## config.mk

```make
export PLATFORM = sky130hd
export DESIGN_NAME = capture_controller
export DESIGN_NICKNAME = d
export VERILOG_FILES = /design/src/rtl/capture_controller.sv
export SDC_FILE = /design/constraint.sdc
export NUM_CORES = 1
export LEC_CHECK = 0
export BUFFER_PORTS_ARGS = -buffer_cell sky130_fd_sc_hd__buf_2
export CAP_MARGIN = 30
export CORE_MARGIN = 2
export CORE_UTILIZATION = 50
export DETAILED_ROUTE_END_ITERATION = 12
export MAX_ROUTING_LAYER = met4
export PLACE_DENSITY = 0.78
export SYNTH_ARGS = -nofsm -noshare
export SYNTH_HDL_FRONTEND = slang
export SYNTH_SLANG_ARGS = --single-unit
export TNS_END_PERCENT = 30
```

## constraint.sdc

```tcl
create_clock -name clk -period 2.3 [get_ports clk]
set_input_delay 0.345 -clock clk [delete_from_list [all_inputs] [get_ports clk]]
set_output_delay 0.345 -clock clk [all_outputs]
set_load 0.05 [all_outputs]
```

## src/rtl/capture_controller.sv

```systemverilog
// capture_controller: sequences one logic-analyzer acquisition (arm, pre-fill, trigger search, post-fill, done)
// and drives the write side of the circular sample buffer.
module capture_controller #(
    parameter int CHANNELS = 8,
    parameter int ADDR_W = 10
) (
    input  logic                clk,
    input  logic                rst,
    input  logic                sample_en,
    input  logic [CHANNELS-1:0] din,
    input  logic                arm,
    input  logic                abort,
    input  logic [CHANNELS-1:0] trig_mask,
    input  logic                trig_pol,
    input  logic [ADDR_W-1:0]   pre_count,
    input  logic [ADDR_W-1:0]   post_count,
    output logic                wr_en,
    output logic [ADDR_W-1:0]   wr_addr,
    output logic [CHANNELS-1:0] wr_data,
    output logic [ADDR_W-1:0]   trig_addr,
    output logic                busy,
    output logic                done
);
    typedef enum logic [2:0] {IDLE, PRE, WAIT, POST, DONE} state_t;
    state_t state, state_n;
    logic [CHANNELS-1:0] din_q;
    logic [ADDR_W-1:0] ptr, cnt, cnt_inc;
    logic wr, hit, start;
    assign busy = (state == PRE) || (state == WAIT) || (state == POST);
    assign done = state == DONE;
    assign wr = sample_en & busy;
    assign start = arm & ((state == IDLE) || (state == DONE));
    assign cnt_inc = cnt + 1'b1;
    assign hit = |((trig_pol ? (~din & din_q) : (din & ~din_q)) & trig_mask);
    always_ff @(posedge clk or posedge rst)
        if (rst) state <= IDLE;
        else state <= state_n;
    always_comb begin
        state_n = state;
        if (abort) state_n = IDLE;
        else if (start) state_n = (pre_count == '0) ? WAIT : PRE;
        else if (wr)
            case (state)
                PRE:  state_n = (cnt_inc == pre_count) ? WAIT : PRE;
                WAIT: state_n = hit ? ((post_count == '0) ? DONE : POST) : WAIT;
                POST: state_n = (cnt == ADDR_W'(1)) ? DONE : POST;
                default: state_n = state;
            endcase
    end
    // Abort in a sample cycle drops that write entirely, not just the strobe.
    always_ff @(posedge clk or posedge rst)
        if (rst) begin
            wr_en <= 1'b0;
            wr_addr <= '0;
            wr_data <= '0;
            trig_addr <= '0;
            din_q <= '0;
            ptr <= '0;
            cnt <= '0;
        end else begin
            wr_en <= wr & ~abort;
            if (sample_en) din_q <= din;
            if (start & ~abort) begin
                ptr <= '0;
                cnt <= '0;
            end else if (wr & ~abort) begin
                wr_data <= din;
                wr_addr <= ptr;
                ptr <= ptr + 1'b1;
                if (state == PRE) cnt <= cnt_inc;
                else if (state == POST) cnt <= cnt - 1'b1;
                else if (hit) begin
                    trig_addr <= ptr;
                    cnt <= post_count;
                end
            end
        end
endmodule

```

==> summary.txt <==
Global route
  • Met1 Usage GRT: 0.333
  • GR Util All Layers: 0.247
  • M2 GR Usage: 0.370
  • Global route overflow: 0
  • Largest net degree at the start of global routing: 34
  • Vias in the first global route: 3,158
  • Met3 usage: 0.0457
  • First-pass GRT wire length: 14.7 mm
  • Initial antenna violation count: 0
  • Most Crowded Layer GR: met2

STA
  • Min Tclk post-route: 2.19 ns
  • Fmax: 457 MHz
  • Final WS setup: 0.111 ns
  • Slew Limit Headroom: 0.471
  • Worst-Margin Slew: 0.794 ns
  • Clock skew: 0.0120 ns
  • Final setup vio count: 0
  • Setup TNS: 0 ns
  • Final max-slew violation count: 0
  • Final cycle utilization of the critical path: 0.952
  • Hold Vio Cnt, Final: 0

Layout
  • Most frequent cells in the layout: 84 x nand2_1, 72 x buf_2, 59 x dfrtp_1
  • N_diodes: 0
  • Filler Cell Count: 599
  • Layout area overhead: 22.1%
  • Final core occ: 0.634
  • Fraction of layout instances using a drive strength above 1: 0.295
  • # nets final: 516
  • Leading cell type in the layout, fill and taps excluded: nand2_1

Detailed routing
  • Drt drc: 0
  • Number of antenna-violating nets in the routed design: 0
  • Post-detailed-route via-to-cell ratio: 5.75
  • Drt first-iter violations: 244
  • Drt wl/cell: 15.6 um
  • Total Wirelength: 8.93 mm
  • Drt pass-1 iters: 4
  • Vias after detailed routing: 3,282

Synth
  • Syn_nets: 436
  • Post-synth top area share: 0.423
  • #FFs+latches synth: 60
  • Avg Cell Area, Syn: 9.10 um2
  • EDFF count, synth: 0
  • Cell accounting for the most synthesized area: dfrtp_1
  • Synth Instances: 390
  • Ranking of synthesized cells by area: dfrtp_1 42%, nand2_1 8.9%, mux2_4 4.2%
  • Main synth FF type: dfrtp_1
  • Mapped Area: 3550 um2
  • Synth unique cells: 59
  • Post-synth ARST share: 1.00
  • Syn. warnings: 0
  • Register area share after synthesis: 0.423

Pwr
  • VDD IR-drop max: 0.295 mV
  • PD cells: 697 nW/um2
  • Static leakage: 2.13 nW
  • Final Power: 3.02 mW

Critical path
  • Endpoint class of the critical path: flip-flop
  • Worst stage delay on the critical path: 0.56 ns
  • Flop2flop setup slack: 0.11 ns
  • Worst R2R Path Depth: 5
  • Worst r2r dst: state[0]
  • Slowest CP cell: or4b_1
  • Crit Path Class: reg -> reg
  • CP required: 2.53 ns
  • CP delay by family, top: simple AND/OR/NAND/NOR gates
  • Worst flop-to-flop path startpoint: cnt[7]
  • CP bufs+invs: 0
  • Critical path arrival: 2.42 ns
  • Startpoint types: flip-flop
  • Crit-path max FO: 7
  • CP cell instances: or4_1 -> or4b_1 -> o21ai_0 -> o311ai_0 -> and3_1

Die
  • Core footprint: 6830 um2
  • Die width: 88.2 um
  • Die H: 88.2 um
  • Initial Utilization: 0.519
  • Row count: 30
  • Die area: 7790 um2
  • Ports: 73

Place
  • Placer Congestion: 0.938
  • Port bufs: 72
  • Setup WS pre-CTS: 0.0383 ns
  • DP HPWL: 6.59 mm

Run status
  • Status: completed

Clocking
  • Hold bufs inserted after CTS: 0
  • CTS clk-pin slew, worst paths: 0.08 ns
  • CTS buffer count: 9
  • CTS H-tree lvls: 3
  • Clk sinks: 60
  • Bufs on Longest Clock Path: 2
  • Worst skew pair latency: 0.35 ns
  • Root Driver: clkbuf_8
  • CTS tree: yes

Job
  • Max Cap Viol: 0

Worst hold path
  • Worst hold path type: in -> async
-- synthesized netlist by cell type (2+ instances only) --
library cell	n
nand2_1	84
dfrtp_1	60
nor2_1	21
nand3_1	19
o21ai_0	13
clkbuf_1	12
inv_1	12
a21oi_1	10
mux2_4	10
a32o_1	8
mux2_2	8
o31ai_1	8
xor2_1	8
buf_2	7
nor3_1	7
a31oi_1	6
nand3b_1	6
nor4_1	6
nand2b_1	5
nand4_1	5
and3_1	4
ha_1	4
mux2i_1	4
o2111ai_1	4
o211ai_1	4
or3_1	4
xnor2_1	4
and3b_1	3
or3b_2	3
a2111oi_2	2
a211oi_1	2
a21o_1	2
a221oi_1	2
and2_1	2
buf_4	2
buf_6	2
nor2_2	2
o31a_1	2
o32a_1	2
or4_1	2
-- cell type report --
class | count | area, um2 | area share
Clock inverter | 7 | 98.8 | 0.0228
Sequential cell | 60 | 1500 | 0.347
Inverter | 12 | 45.0 | 0.0104
Multi-Input combinational cell | 295 | 1910 | 0.440
Timing Repair Buffer | 92 | 536 | 0.124
Clock buffer | 9 | 124 | 0.0286
Tap cell | 96 | 120 | 0.0277
-- sequential cells by signal, summed over array words and instances (netlist names) --
| name | count |
|---|---|
| wr_addr | 10 |
| state | 3 |
| wr_en | 1 |
| trig_addr | 10 |
| din_q | 8 |
| wr_data | 8 |
| cnt | 10 |
| ptr | 10 |
-- how the worst max path moves through the flow --
stage           start        to  slack (ns)  depth (start not counted)
2_1_floorplan  cnt[0]  state[0]        0.14                          7
3_3_place_gp   cnt[1]  state[0]        0.15                          7
3_5_place_dp   cnt[1]  state[0]        0.04                          7
4_1_cts        cnt[1]  state[0]        0.03                          7
5_1_grt        cnt[0]  state[0]     -0.0003                          8
6_report       cnt[7]  state[0]        0.11                          5
-- per-stage QoR --
step	area, um2	hold slack (ns)	instances
finish	4330	0.0603	571
global route	4330	0.112	571
CTS	4300	0.0749	570
detailed placement	4080	0.449	554
global placement	4080	0.442	554
floorplan	3550	0.450	390
-- kinds of logic after synthesis --
family	count (synthesis)	synth area share
xor gates and xnor gates	12	0.0296
DFF	60	0.423
and+or+nand+nor	183	0.252
muxes	22	0.0790
adders and majority gates	4	0.0141
buffers and inverters	35	0.0458
AOI/OAI and AO/OA	74	0.156
-- layer usage --
metal / wire (um) / vias up
li1: - / 1572
met1: 3960 / 1555
met2: 4180 / 134
met4: 170 / 0
met5: 0 / -
met3: 615 / 21
-- power by group --
group          switching, mW  internal [mW]
Sequential            0.0827           1.15
Clock                  0.445          0.615
Combinational          0.480          0.249
Total                   1.01           2.01
-- repair_timing --
| action | CTS | global route |
|---|---|---|
| setup endpoints to repair | 0 | 2 |
| resized for setup | 0 | 6 |
| endpoints found under the hold margin | 0 | 0 |
| setup buffers | 0 | 1 |
(Power assumes the default switching activity.)
